**config.mk**
```make
export PLATFORM = sky130hd
export DESIGN_NAME = sweep_dwell_timer
export DESIGN_NICKNAME = d
export VERILOG_FILES = /design/src/rtl/gate_sweep_pkg.sv /design/src/rtl/sweep_dwell_timer.sv
export SDC_FILE = /design/constraint.sdc
export NUM_CORES = 1
export LEC_CHECK = 0
export CAP_MARGIN = 20
export CORE_AREA = 3 3 40 42
export DETAILED_ROUTE_END_ITERATION = 8
export DIE_AREA = 0 0 43 45
export GPL_TIMING_DRIVEN = 0
export PLACE_DENSITY = 0.46
export SETUP_SLACK_MARGIN = 0.3
export SYNTH_ARGS = -nofsm -noshare
export SYNTH_HDL_FRONTEND = slang
export SYNTH_SLANG_ARGS = --single-unit
```
**constraint.sdc**
```tcl
create_clock -name clk -period 1.4 [get_ports clk]
set_input_delay 0.28 -clock clk [delete_from_list [all_inputs] [get_ports clk]]
set_output_delay 0.28 -clock clk [all_outputs]
set_load 0.05 [all_outputs]
```
**src/rtl/gate_sweep_pkg.sv**
```systemverilog
// Shared definitions for the gate sweep checker: FSM encoding, counter widths
// and the saturating error increment.
package gate_sweep_pkg;

    localparam int ERR_W   = 8;
    localparam int DWELL_W = 8;
    localparam int SWEEP_W = 4;

    typedef enum logic [1:0] {
        IDLE   = 2'd0,
        APPLY  = 2'd1,
        SAMPLE = 2'd2,
        DONE   = 2'd3
    } state_e;

    function automatic logic [ERR_W-1:0] sat_inc(input logic [ERR_W-1:0] v);
        return (v == '1) ? v : v + ERR_W'(1);
    endfunction

endpackage

```
**src/rtl/sweep_dwell_timer.sv**
```systemverilog
// Dwell timer: counts cycles while clear is low and flags the last APPLY cycle,
// so that APPLY plus the following SAMPLE cycle spans exactly DWELL cycles.
module sweep_dwell_timer
    import gate_sweep_pkg::*;
#(
    parameter int DWELL = 4
) (
    input  logic clk,
    input  logic rst_n,
    input  logic clear,
    output logic expire
);

    localparam logic [DWELL_W-1:0] LAST = DWELL_W'(DWELL - 2);

    logic [DWELL_W-1:0] cnt_q;
    logic [DWELL_W-1:0] cnt_d;

    always_comb begin
        cnt_d = cnt_q + DWELL_W'(1);
        if (clear) begin
            cnt_d = '0;
        end
    end

    // NOTE: sequential state is written with <= so every flop samples the
    // pre-edge value of its neighbours; blocking here would create ordering races.
    always_ff @(posedge clk or negedge rst_n) begin
        if (!rst_n) begin
            cnt_q <= '0;
        end else begin
            cnt_q <= cnt_d;
        end
    end

    assign expire = !clear && (cnt_q == LAST);

endmodule

```
==> results of run 1 <==
per-layer routing:
| metal | track usage | vias up | part of all wire |
|---|---|---|---|
| met5 | 0 | - | 0 |
| met4 | 0.0904 | 0 | 0.0066 |
| met3 | 0.0239 | 2 | 0.040 |
| met2 | 0.144 | 4 | 0.47 |
| met1 | 0.106 | 141 | 0.49 |
| li1 | - | 150 | - |
cell usage after synthesis:
| cell type | count | area (um2) |
|---|---|---|
| nand2_1 | 1 | 3.75 |
| dfrtp_1 | 8 | 200 |
| inv_1 | 2 | 7.51 |
| nor2_1 | 6 | 22.5 |
| ha_1 | 2 | 25.0 |
| and4b_1 | 1 | 10.0 |
| or3_1 | 3 | 18.8 |
| a21oi_1 | 3 | 15.0 |
| nand4_2 | 1 | 12.5 |
| nor4_1 | 1 | 6.26 |
| nand3_1 | 4 | 20.0 |
| xor2_1 | 2 | 17.5 |
| xnor2_1 | 1 | 8.76 |
| clkbuf_1 | 1 | 3.75 |
| o21ai_0 | 3 | 15.0 |
worst min-delay path by stage:
stage	start	endpoint	depth (start not counted)
2_1_floorplan	rst_n	cnt_q[0]$_DFF_PN0_	0
3_3_place_gp	cnt_q[0]$_DFF_PN0_	cnt_q[0]$_DFF_PN0_	1
3_5_place_dp	cnt_q[0]$_DFF_PN0_	cnt_q[0]$_DFF_PN0_	1
4_1_cts	clear	cnt_q[7]$_DFF_PN0_	2
5_1_grt	clear	cnt_q[5]$_DFF_PN0_	2
6_report	rst_n	cnt_q[7]$_DFF_PN0_	1
power groups by stage:
stage          Sequential [mW]  Clock, mW  Combinational [mW]
2_1_floorplan            0.251          0              0.0246
3_3_place_gp             0.254          0              0.0381
3_5_place_dp             0.254          0              0.0392
4_1_cts                  0.249      0.181              0.0553
5_1_grt                  0.251      0.188              0.0642
6_report                 0.249      0.177              0.0585
metrics by stage:
| stage | std cells | util | hold slack [ps] |
|---|---|---|---|
| after floorplan | 39 | - | -15.6 |
| after global placement | 56 | 0.335 | 521 |
| after detailed placement | 56 | 0.335 | 523 |
| after CTS | 61 | 0.388 | 310 |
| after global routing | 62 | 0.399 | 321 |
| final | 62 | 0.399 | 309 |
cell usage in the layout (no fill, tap or decap), types with 2 or more instances in the layout:
cell      Yosys  routed
nand3_1       4       3
clkbuf_4      0       3
a21oi_1       3       3
o21ai_0       3       3
nor2_1        6       6
buf_6         0       2
dfrtp_1       8       5
or3_1         3       3
dfrtp_2       0       3
xor2_1        2       2
logic make-up (layout without fill, tap and decap cells):
logic type / Yosys count / after routing / share of synthesized area
adder cells (fa/ha/maj): 2 / 2 / 0.0647
AND/OR/NAND/NOR: 17 / 17 / 0.243
AO/OA/AOI/OAI: 6 / 6 / 0.0776
flip-flops: 8 / 8 / 0.518
buffers and inverters: 3 / 11 / 0.0291
XOR/XNOR: 3 / 3 / 0.0680
worst max-delay path: cells and delay by family, from the launching register on:
kind          cells  cell delay, ps
simple gates      2             500
flops             1             410
buf+inv           1             140
cell type report:
| type | count | area [um2] | area share |
|---|---|---|---|
| Multi-Input combinational cell | 28 | 200 | 0.390 |
| Timing Repair Buffer | 5 | 55.1 | 0.107 |
| Clock buffer | 3 | 22.5 | 0.0439 |
| Inverter | 2 | 7.51 | 0.0146 |
| Sequential cell | 8 | 204 | 0.398 |
| Buffer | 1 | 5.00 | 0.00976 |
| Tap cell | 15 | 18.8 | 0.0366 |
what timing repair did:
| action | in CTS | in global routing |
|---|---|---|
| setup buffers | 2 | 1 |
| gates resized for setup | 14 | 2 |
| setup endpoints to repair | 5 | 5 |
| pin swaps | 1 | 2 |
| hold endpoints to repair | 0 | 0 |
==> summary.md, run 1 <==
| Metric | Value |
|---|---|
| Outcome | `complete, but fails checks` |
| Failing checks | `setup timing` |
| Max reg flops | `8` |
| FF-to-FF path depth | `4` |
| Tmin final | `1590 ps` |
| DP HPWL | `485 um` |
| IO Pins | `4` |
| Die Width | `between 40 and 50 um` |
| Max Fclk | `0.630 GHz` |
| Post-Syn Instances | `39` |
| CTS sink cnt | `8` |
| Routed WL per cell | `12.2 um` |
| Startpoint types | `flip-flop` |
| CTS tree | `yes` |
| Share of power burned in registers | `0.514` |
| Mapped Nets | `44` |
| Final Cycle Share | `1.13` |
| Largest Register | `cnt_q` |
| I/O Buffers | `2` |
| Die H | `roughly 45 um` |
| Final worst slack | `-187 ps` |
| Hold buffers post-CTS | `0` |
| Unique masters post-synth | `15` |
| Number of global-route vias before repair | `307` |
| RSZ-0062 raised after global routing | `yes` |
| Placement Cell Area | `about 430 um2` |
| Reg-to-reg startpoint | `cnt_q[2]$_DFF_PN0_` |
| Switching share of power | `0.248` |
| Req. time, crit path | `roughly 1100 ps` |
| Slew of the pin with the lowest slew margin | `approximately 380 ps` |
| Top flop regs | `cnt_q (8)` |
| Via-to-Cell Ratio | `4.79` |
| Pleak | `~0.22 nW` |
| Critical path's largest stage delay | `410 ps` |
| DRT Pass-1 Iters | `2` |
| Yosys Warn Count | `0` |
| CP Max Fanout | `4` |
| Design Area, Final | `513 um2` |
| Antenna cells | `0` |
| Initial Utilization | `0.301` |
| Final ANT Viol Nets | `0` |
| Critical Path End | `expire` |
| Switching power total | `roughly 120 uW` |
| CTS H-tree depth | `1` |
| Die Area | `1940 um2` |
| Worst VDD drop | `between 0.0003 and 0.0004 V` |
| Worst setup EP type | `primary output` |
| Sequential area share after synthesis | `0.518` |
| Max-cap violations | `0` |
| Final #Nets | `54` |
| Layout area overhead | `32.7%` |
| Clock skew | `4.45 ps` |
| Arrival @ worst endpoint | `1310 ps` |
| Global route overflow | `0` |
| Vias | `297` |
| DRC Markers | `0` |
| CTS Buf Count | `3` |
| Pin count of the biggest net entering global routing | `10` |
| Placement Setup Slack | `-635 ps` |
| Tot Pwr | `485 uW` |
| Slew Limit Fails | `0` |
| Clock power share | `0.365` |
| Power Density | `945 nW/um2` |
| Share of cells above drive strength 1 | `0.362` |
| Reg clk slew, reported paths | `roughly 60 ps` |
| Mapped Area | `roughly 390 um2` |
| Initial antenna violation count | `0` |
| Pint | `365 uW` |
| Placer Congestion | `~0.7` |
| Reg2reg setup slack | `between 200 and 250 ps` |
| Detailed Route WL | `759 um` |
| Gr usage total | `0.0940` |
| Post-Syn Area per Cell | `slightly below 10 um2` |
| Seq cells post-synth | `8` |
| CTS Buffer Depth | `2` |
| Core area | `1280 um2` |
| Global-route wire length before repair | `1260 um` |
| R2R Path End | `cnt_q[6]$_DFF_PN0_` |
| CP Launch Point | `cnt_q[6]$_DFF_PN0_` |
| Rows | `13` |
| CTS root buffer | `clkbuf_4` |
| Critical-path cell list | `nor4_2 -> and4b_2 -> buf_8` |
| Clk Latency, worst-skew pair | `250 ps` |
| DR iter-0 viols | `4` |
| Crit-path slowest cell | `dfrtp_1` |
| Fill count | `around 130` |
| Hold WC Path Type | `in -> async` |
| Setup TNS | `-187 ps` |
| Slew HR | `0.745` |
| Comb power frac | `0.121` |
| Final setup fails | `1` |
| Crit path kind | `reg -> out` |
| Final hold violations | `0` |
Note: power is estimated with default switching activity, not from simulation.
==> inputs of run 2 (changes only) <==
--- a/config.mk
+++ b/config.mk
@@ -12,6 +12,7 @@
 export GPL_TIMING_DRIVEN = 0
 export PLACE_DENSITY = 0.46
 export SETUP_SLACK_MARGIN = 0.3
+export SLEW_MARGIN = 20
 export SYNTH_ARGS = -nofsm -noshare
 export SYNTH_HDL_FRONTEND = slang
 export SYNTH_SLANG_ARGS = --single-unit
==> results of run 2 <==
The final DEF is identical to that of run 1; final timing and power are the same.
==> inputs of run 3 (changes only) <==
--- a/config.mk
+++ b/config.mk
@@ -7,6 +7,7 @@
 export LEC_CHECK = 0
 export CAP_MARGIN = 20
 export CORE_AREA = 3 3 40 42
+export CTS_BUF_LIST = sky130_fd_sc_hd__clkbuf_16
 export DETAILED_ROUTE_END_ITERATION = 8
 export DIE_AREA = 0 0 43 45
 export GPL_TIMING_DRIVEN = 0
==> constraint.sdc (replaced) <==
create_clock -name clk -period 1.5 [get_ports clk]
set_input_delay 0.3 -clock clk [delete_from_list [all_inputs] [get_ports clk]]
set_output_delay 0.3 -clock clk [all_outputs]
set_load 0.05 [all_outputs]
==> run 3 against run 2 <==
The run still ends with setup timing left; worst setup slack improved by 110 ps; via count up 12%; cell count rose by 3.2%; critical path type unchanged.
==> summary.md, run 3 (synthesized netlist as in run 1, its figures left out) <==
| Metric | Value |
|---|---|
| Largest Register | `cnt_q` |
| Setup TNS | `-80.6 ps (+107 ps)` |
| CTS Buf Count | `3 (unchanged)` |
| Reg-to-reg startpoint | `cnt_q[0]$_DFF_PN0_` |
| Clk Latency, worst-skew pair | `230 ps (-20 ps)` |
| Tmin final | `around 1600 ps` |
| Final hold violations | `0 (unchanged)` |
| Share of cells above drive strength 1 | `0.388 (+0.0261)` |
| Reg clk slew, reported paths | `30 ps (-30 ps)` |
| DP HPWL | `503 um (+3.8%)` |
| Die H | `45 um (unchanged)` |
| Crit path kind | `reg -> out` |
| Max reg flops | `8 (unchanged)` |
| Commonest cells after routing, fill and taps aside | `nor2_1 (6), dfrtp_1 (5), nand3_1 (4), buf_4 (4)` |
| Pleak | `0.255 nW (+18%)` |
| Met2 wire len | `366 um (+3.7%)` |
| DRT Pass-1 Iters | `4 (+2)` |
| Top flop regs | `cnt_q (8)` |
| Core area | `1280 um2 (unchanged)` |
| Clock skew | `0.531 ps (-3.92 ps)` |
| Die Width | `43 um (unchanged)` |
| Final ANT Viol Nets | `0 (unchanged)` |
| Initial antenna violation count | `0 (unchanged)` |
| CTS Buffer Depth | `2 (unchanged)` |
| CTS sink cnt | `8 (unchanged)` |
| CTS H-tree depth | `1 (unchanged)` |
| Most common cell after layout, fill and taps aside | `nor2_1` |
| Placement Setup Slack | `-565 ps (+70.0 ps)` |
| Top Metal Used | `met4` |
| Antenna cells | `0 (unchanged)` |
| Initial Utilization | `0.301 (unchanged)` |
| Failing checks | `setup timing` |
| Final #Nets | `56 (+3.7%)` |
| Slew HR | `0.754 (+0.00896)` |
| Outcome | `complete, but fails checks` |
| DR WL met3 | `55 um (+83%)` |
| Final setup fails | `1 (unchanged)` |
| Arrival @ worst endpoint | `1280 ps (-30 ps)` |
| DR iter-0 viols | `4 (unchanged)` |
| CTS root buffer | `clkbuf_16` |
| Slew of the pin with the lowest slew margin | `368 ps (-13.4 ps)` |
| Max-cap violations | `0 (unchanged)` |
| Final Cycle Share | `1.05` |
| Die Area | `1940 um2 (unchanged)` |
| RSZ-0062 raised after global routing | `yes` |
| Final worst slack | `-80.6 ps (+107 ps)` |
| Req. time, crit path | `1200 ps (+80 ps)` |
| IO Pins | `4 (unchanged)` |
| CP Max Fanout | `5 (+1)` |
| CTS tree | `yes` |
| Worst VDD drop | `0.000575 V (+45%)` |
| Layout area overhead | `51.1%` |
| Via-to-Cell Ratio | `5.20 (+8.6%)` |
| Global-route wire length before repair | `1350 um (+7.2%)` |
| Detailed Route WL | `806 um (+6.2%)` |
| Reg2reg setup slack | `270 ps (+60 ps)` |
| Number of global-route vias before repair | `321 (+4.6%)` |
| Met1 Wirelength | `358 um (-3.0%)` |
| Routed WL per cell | `12.6 um (+2.9%)` |
| Tot Pwr | `732 uW (+51%)` |
| Slew Limit Fails | `0 (unchanged)` |
| FF-to-FF path depth | `5 (+1)` |
| Critical Path End | `expire` |
| R2R Path End | `cnt_q[6]$_DFF_PN0_` |
| I/O Buffers | `2 (unchanged)` |
| CP Launch Point | `cnt_q[1]$_DFF_PN0_` |
| Rows | `13 (unchanged)` |
| Global route overflow | `0 (unchanged)` |
| Gr usage total | `0.102 (+0.00840)` |
| Worst setup EP type | `primary output` |
| Vias | `333 (+12%)` |
| Power Density | `1250 nW/um2 (+33%)` |
| Pin count of the biggest net entering global routing | `10 (unchanged)` |
| Startpoint types | `flip-flop` |
| Max Fclk | `around 0.63 GHz` |
| Placer Congestion | `0.714 (unchanged)` |
| Hold WC Path Type | `in -> async` |
| Hold buffers post-CTS | `0 (unchanged)` |
| DRC Markers | `0 (unchanged)` |
run 3: area by class of cell:
cell class | count | area (um2)
buffer | 1 | 5.00
clock buffer | 3 | 75.1
fill | 113 | 701
inverter | 2 | 7.51
multi-input combinational | 28 | 208
sequential | 8 | 204
tap | 15 | 18.8
timing repair buffer | 7 | 66.3
run 3: timing repair:
action,in CTS,in global routing
pin swaps,1,3
buffers inserted,4,1
setup endpoints to repair,2,4
gates resized for setup,11,6
run 3: how the worst min path moves through the flow:
| stage | slack [ps] | depth (start not counted) | to |
|---|---|---|---|
| 6_report | 350 | 1 | cnt_q[0]$_DFF_PN0_ |
| 5_1_grt | 390 | 1 | cnt_q[0]$_DFF_PN0_ |
| 4_1_cts | 360 | 1 | cnt_q[7]$_DFF_PN0_ |
| 3_5_place_dp | 530 | 1 | cnt_q[0]$_DFF_PN0_ |
| 3_3_place_gp | 520 | 1 | cnt_q[0]$_DFF_PN0_ |
| 2_1_floorplan | 4 | 0 | cnt_q[0]$_DFF_PN0_ |
run 3: routing by layer:
layer / vias up / GRT usage
li1: 156 / -
met1: 158 / 0.121
met2: 16 / 0.138
met3: 3 / 0.0478
met4: 0 / 0.0904
met5: - / 0
run 3: power breakdown:
part | switching, mW | internal, mW
clock network | 0.0997 | 0.343
logic | 0.0303 | 0.0261
registers | 0.00825 | 0.225
total | 0.138 | 0.594
run 3: worst max-delay path, stage by stage (launching register included):
cell	delay, ps
dfrtp_2	440
ha_1	210
and4b_2	250
buf_8	150
run 3: per-stage QoR:
| step | hold slack, ps | cells | util | area [um2] |
|---|---|---|---|---|
| 2_1_floorplan | 4.41 | 39 | - | 392 |
| 3_3_place_gp | 523 | 56 | 0.335 | 430 |
| 3_5_place_dp | 531 | 56 | 0.335 | 430 |
| 4_1_cts | 364 | 63 | 0.427 | 549 |
| 5_1_grt | 392 | 64 | 0.455 | 584 |
| 6_report | 353 | 64 | 0.455 | 584 |
==> RTL edit 1: new RTL, flow settings as in run 1 <==
`DWELL_W`: 8 -> 9.
--- a/src/rtl/gate_sweep_pkg.sv
+++ b/src/rtl/gate_sweep_pkg.sv
@@ -4,5 +4,5 @@
 
     localparam int ERR_W   = 8;
-    localparam int DWELL_W = 8;
+    localparam int DWELL_W = 9;
     localparam int SWEEP_W = 4;
 
Formal check against the unedited RTL: same outputs for any inputs over 10 cycles, from zero or initial values and one cycle with rst_n low; that may be too few to reach the edited logic, so the function may still have changed.
==> RTL edit 1 against run 1 <==
- sequential cell count rose by 1
- critical path type unchanged
- global-route usage grew 2.5 points
- power is 8.8% higher
- the run still ends with setup timing left
- non-clock buffer count down 1
- highest routed layer unchanged
- setup slack got worse by 0.11 ns
- design area rose by 9.5%
- via count increased by 15%
- area after synthesis up 10%
- first-iteration DRC count rose to 2.5 times the old value
- register-to-register slack lost 0.09 ns
- routed wire length up 19%
==> RTL edit 1: results (changes against run 1) <==
Cells and area
  • Final net count: 57 (+5.6%)
  • Share of layout cells above drive strength 1: 0.333 (-0.0284)
  • Top flop regs: cnt_q (9)
  • Number of clock buffers in the layout: 4 (+1)
  • Non-CTS buffers: 5 (-1)
  • Multi-In Gates: 32 (+14%)
  • Signal inverters: 1 (-1)
  • Fraction of area in registers: 0.414 (+0.0167)
  • Fill count: 125 (-0.79%)

Place
  • Post-DP HPWL: 614 um (+27%)
  • Final GP Congestion: 0.716 (+0.29%)

GRT
  • Met1 GRT Util: 0.156 (+0.0502)
  • Total track usage: 0.119 (+0.0245)
  • Largest net degree at the start of global routing: 11 (+1)
  • First-pass GRT wire length: 1.62 mm (+29%)
  • Routing usage on met2: 0.168 (+0.0240)
  • Global-route track usage on met3: 0.0398 (+0.0159)
  • Vias in the first global route: 348 (+13%)

Power and ir drop
  • Static leakage: 0.000204 uW (-5.9%)
  • Worst vdd rail ir drop: 468 uV (+18%)

Synthesis
  • Adder-cell share of the synthesized area: 0.0587 (-0.00607)
  • Syn nets: 48 (+9.1%)
  • Yosys cell types: 16 (+1)
  • Yosys reg bits: 9 (+1)
  • Xor/xnor cell area share of the yosys netlist: 0.0616 (-0.00638)
  • Synth area leaders: dfrtp_1 53%, ha_1 5.9%, or3_1 5.9%, a21oi_1 4.7%, o21ai_0 4.7%
  • Synth Area in Compound Gates: 0.0938 (+0.0162)
  • Post-synth top cells: 9 x dfrtp_1, 5 x nor2_1, 4 x a21oi_1, 4 x o21ai_0, 4 x or3_1
  • Sequential share of the synthesized area: 0.528 (+0.0101)

Detailed routing
  • Via count: 343 (+15%)
  • Met2 wire length: 452 um (+28%)
  • Total wire length: 903 um (+19%)
  • Met1 Routed Length: 413 um (+12%)
  • First-pass DRT Iterations: 4 (+2)
  • Initial drt markers: 10 (+6)

Status
  • Status: finished, violations left
  • Failing checks: setup timing

Timing
  • Min Hold Slack: 0.319 ns (+0.00997 ns)
  • Measured slew at the worst slew-check pin: 0.537 ns (+0.156 ns)
  • Worst setup margin: -0.298 ns (-0.111 ns)
  • Layout Skew: 0.000333 ns (-0.00412 ns)
  • # setup viols final: 1 (unchanged)

Clock tree
  • Cts repair resizes: 15 (+1)

Critical path
  • Reg2reg setup slack: 0.12 ns (-0.09 ns)
  • Worst Path Arrival: 1.42 ns (+0.11 ns)
  • R2r endpoint: cnt_q[8]
-- RTL edit 1: per-stage QoR --
step | setup TNS (ns) | std cells | area, um^2 | setup WS (ns)
6_report | -0.298 | 66 | 562 | -0.298
5_1_grt | -0.390 | 66 | 562 | -0.390
4_1_cts | -0.329 | 65 | 548 | -0.329
3_5_place_dp | -0.757 | 60 | 483 | -0.757
3_3_place_gp | -0.759 | 60 | 483 | -0.759
2_1_floorplan | -0.260 | 43 | 444 | -0.260
-- RTL edit 1: worst max-delay path, stage by stage, from the launching register on --
cell      delay (ns)
dfrtp_2         0.41
nor4_2          0.26
nand3b_1        0.14
nor4_4          0.16
buf_6           0.19
-- RTL edit 1: where the power goes --
part | internal (uW) | total (uW) | switching, uW | leakage, uW
sequential | 269 | 281 | 12.0 | 0.000114
combinational | 21.7 | 53.5 | 31.8 | 0.0000749
clock | 109 | 193 | 83.9 | 0.0000150
==> RTL edit 2: new RTL, flow settings as in run 1 <==
Without the edit above. Add an input register stage for `clear`, cleared by the reset; this delays it by one clock. Comments in the files are not updated.
--- a/src/rtl/sweep_dwell_timer.sv
+++ b/src/rtl/sweep_dwell_timer.sv
@@ -14,4 +14,14 @@
     localparam logic [DWELL_W-1:0] LAST = DWELL_W'(DWELL - 2);
 
+    logic clear_q;
+
+    always_ff @(posedge clk or negedge rst_n) begin
+        if (!rst_n) begin
+            clear_q <= '0;
+        end else begin
+            clear_q <= clear;
+        end
+    end
+
     logic [DWELL_W-1:0] cnt_q;
     logic [DWELL_W-1:0] cnt_d;
@@ -19,5 +29,5 @@
     always_comb begin
         cnt_d = cnt_q + DWELL_W'(1);
-        if (clear) begin
+        if (clear_q) begin
             cnt_d = '0;
         end
@@ -34,5 +44,5 @@
     end
 
-    assign expire = !clear && (cnt_q == LAST);
+    assign expire = !clear_q && (cnt_q == LAST);
 
 endmodule
Function: changed (Yosys sat finds a counterexample within 4 cycles, from zero or initial values and one cycle with rst_n low).
==> RTL edit 2 against run 1 <==
- the run still ends with setup timing left
- power increased by 14%
- setup slack got worse by 0.045 ns
- sequential cell count increased by 1
- design area increased by 19%
- highest routed layer unchanged
- routed wire length increased by 6.3%
- area after synthesis increased by 6.5%
- critical path type unchanged
- combinational power increased by 26%
==> RTL edit 2: results (changes against run 1) <==
Power and ir drop
  • Sw Pwr: 133 uW (+11%)
  • Seq group: 281 uW (+13%)
  • Worst vdd rail ir drop: 393 uV (-0.84%)
  • Static leakage: 0.000258 uW (+19%)
  • Combinational power: 73.7 uW (+26%)
  • Pwr dens: 905 mW/mm^2 (-4.2%)

Timing
  • # setup viols final: 1 (unchanged)
  • TNS Setup: -0.232 ns (-0.0452 ns)
  • Layout Skew: 0.00137 ns (-0.00308 ns)
  • Worst setup margin: -0.232 ns (-0.0452 ns)
  • Measured slew at the worst slew-check pin: 0.414 ns (+0.0323 ns)
  • Min Hold Slack: 0.322 ns (+0.0128 ns)

Critical path
  • Max FO, Critical Path: 3 (-1)
  • Worst Path Arrival: 1.35 ns (+0.04 ns)
  • Reg2reg setup slack: 0.23 ns (+0.02 ns)
  • R2r endpoint: cnt_q[7]
  • CP endpoint: expire
  • Worst setup path start: cnt_q[6]
  • Slowest stage cell on the critical path: dfrtp_1

Detailed routing
  • First-pass DRT Iterations: 1 (-1)
  • WL/cell: 11.9 um (-3.1%)
  • Initial drt markers: 0 (-4)
  • Via count: 340 (+14%)

Cells and area
  • Top flop regs: cnt_q (8), clear_q (1)
  • Clock buf/inv share: 0.0432 (-0.000693)
  • Final net count: 59 (+9.3%)
  • Buffer share of cell area: 0.156 (+0.0393)
  • Register Area: 230 um^2 (+13%)
  • Multi-input gate share of total cell area: 0.379 (-0.0116)
  • Post-route insts no fill: 68 (+9.7%)
  • Fill count: 117 (-7.1%)
  • Number of clock buffers in the layout: 4 (+1)
  • Non-CTS buffers: 10 (+4)
  • Share of layout cells above drive strength 1: 0.453 (+0.0911)
  • Fraction of area in registers: 0.379 (-0.0190)

Status
  • Failing checks: setup timing
  • Status: finished, violations left

GRT
  • Total track usage: 0.0952 (+0.00116)
  • First-pass GRT wire length: 1.29 mm (+2.8%)
  • Vias in the first global route: 330 (+7.5%)

Synthesis
  • Post-synth top cells: 9 x dfrtp_1, 6 x nor2_1, 4 x nand3_1
  • Syn nets: 45 (+2.3%)
  • Syn Inst Count: 40 (+2.6%)

Place
  • IO buf count: 3 (+1)
  • Final GP Congestion: 0.686 (-3.9%)
  • Placed insts: 58 (+3.6%)

Clock tree
  • CTS Root Cell: clkbuf_4
  • Clock tree sinks: 9 (+1)
==> RTL edit 2: cell types whose count changed in the layout (fill, tap and decap cells not counted) <==
cell	before	now
a21oi_1	3	1
dfrtp_2	3	4
clkbuf_2	1	0
clkdlybuf4s50_1	1	2
nand4_2	1	0
or3_1	3	2
nor4_4	0	1
clkbuf_1	0	1
nand4_4	0	1
or3_4	0	1
buf_4	1	5
a21oi_2	0	2
nor4_2	1	0
==> RTL edit 2: layer usage <==
metal	share of wire	vias up	GRT usage	wire [um]
li1	-	167	-	-
met4	0.021	0	0.0723	17
met3	0.033	4	0.0359	27
met1	0.40	162	0.0923	324
met5	0	-	0	0
met2	0.54	7	0.165	438
==> RTL edit 2: logic make-up (layout without fill, tap and decap cells) <==
family          Yosys count  in the layout  synth area share
compound gates            6              6            0.0729
simple gates             17             17             0.228
fa+ha+maj                 2              2            0.0608
buf+inv                   3             16            0.0274
xor+xnor                  3              3            0.0638
flops                     9              9             0.547
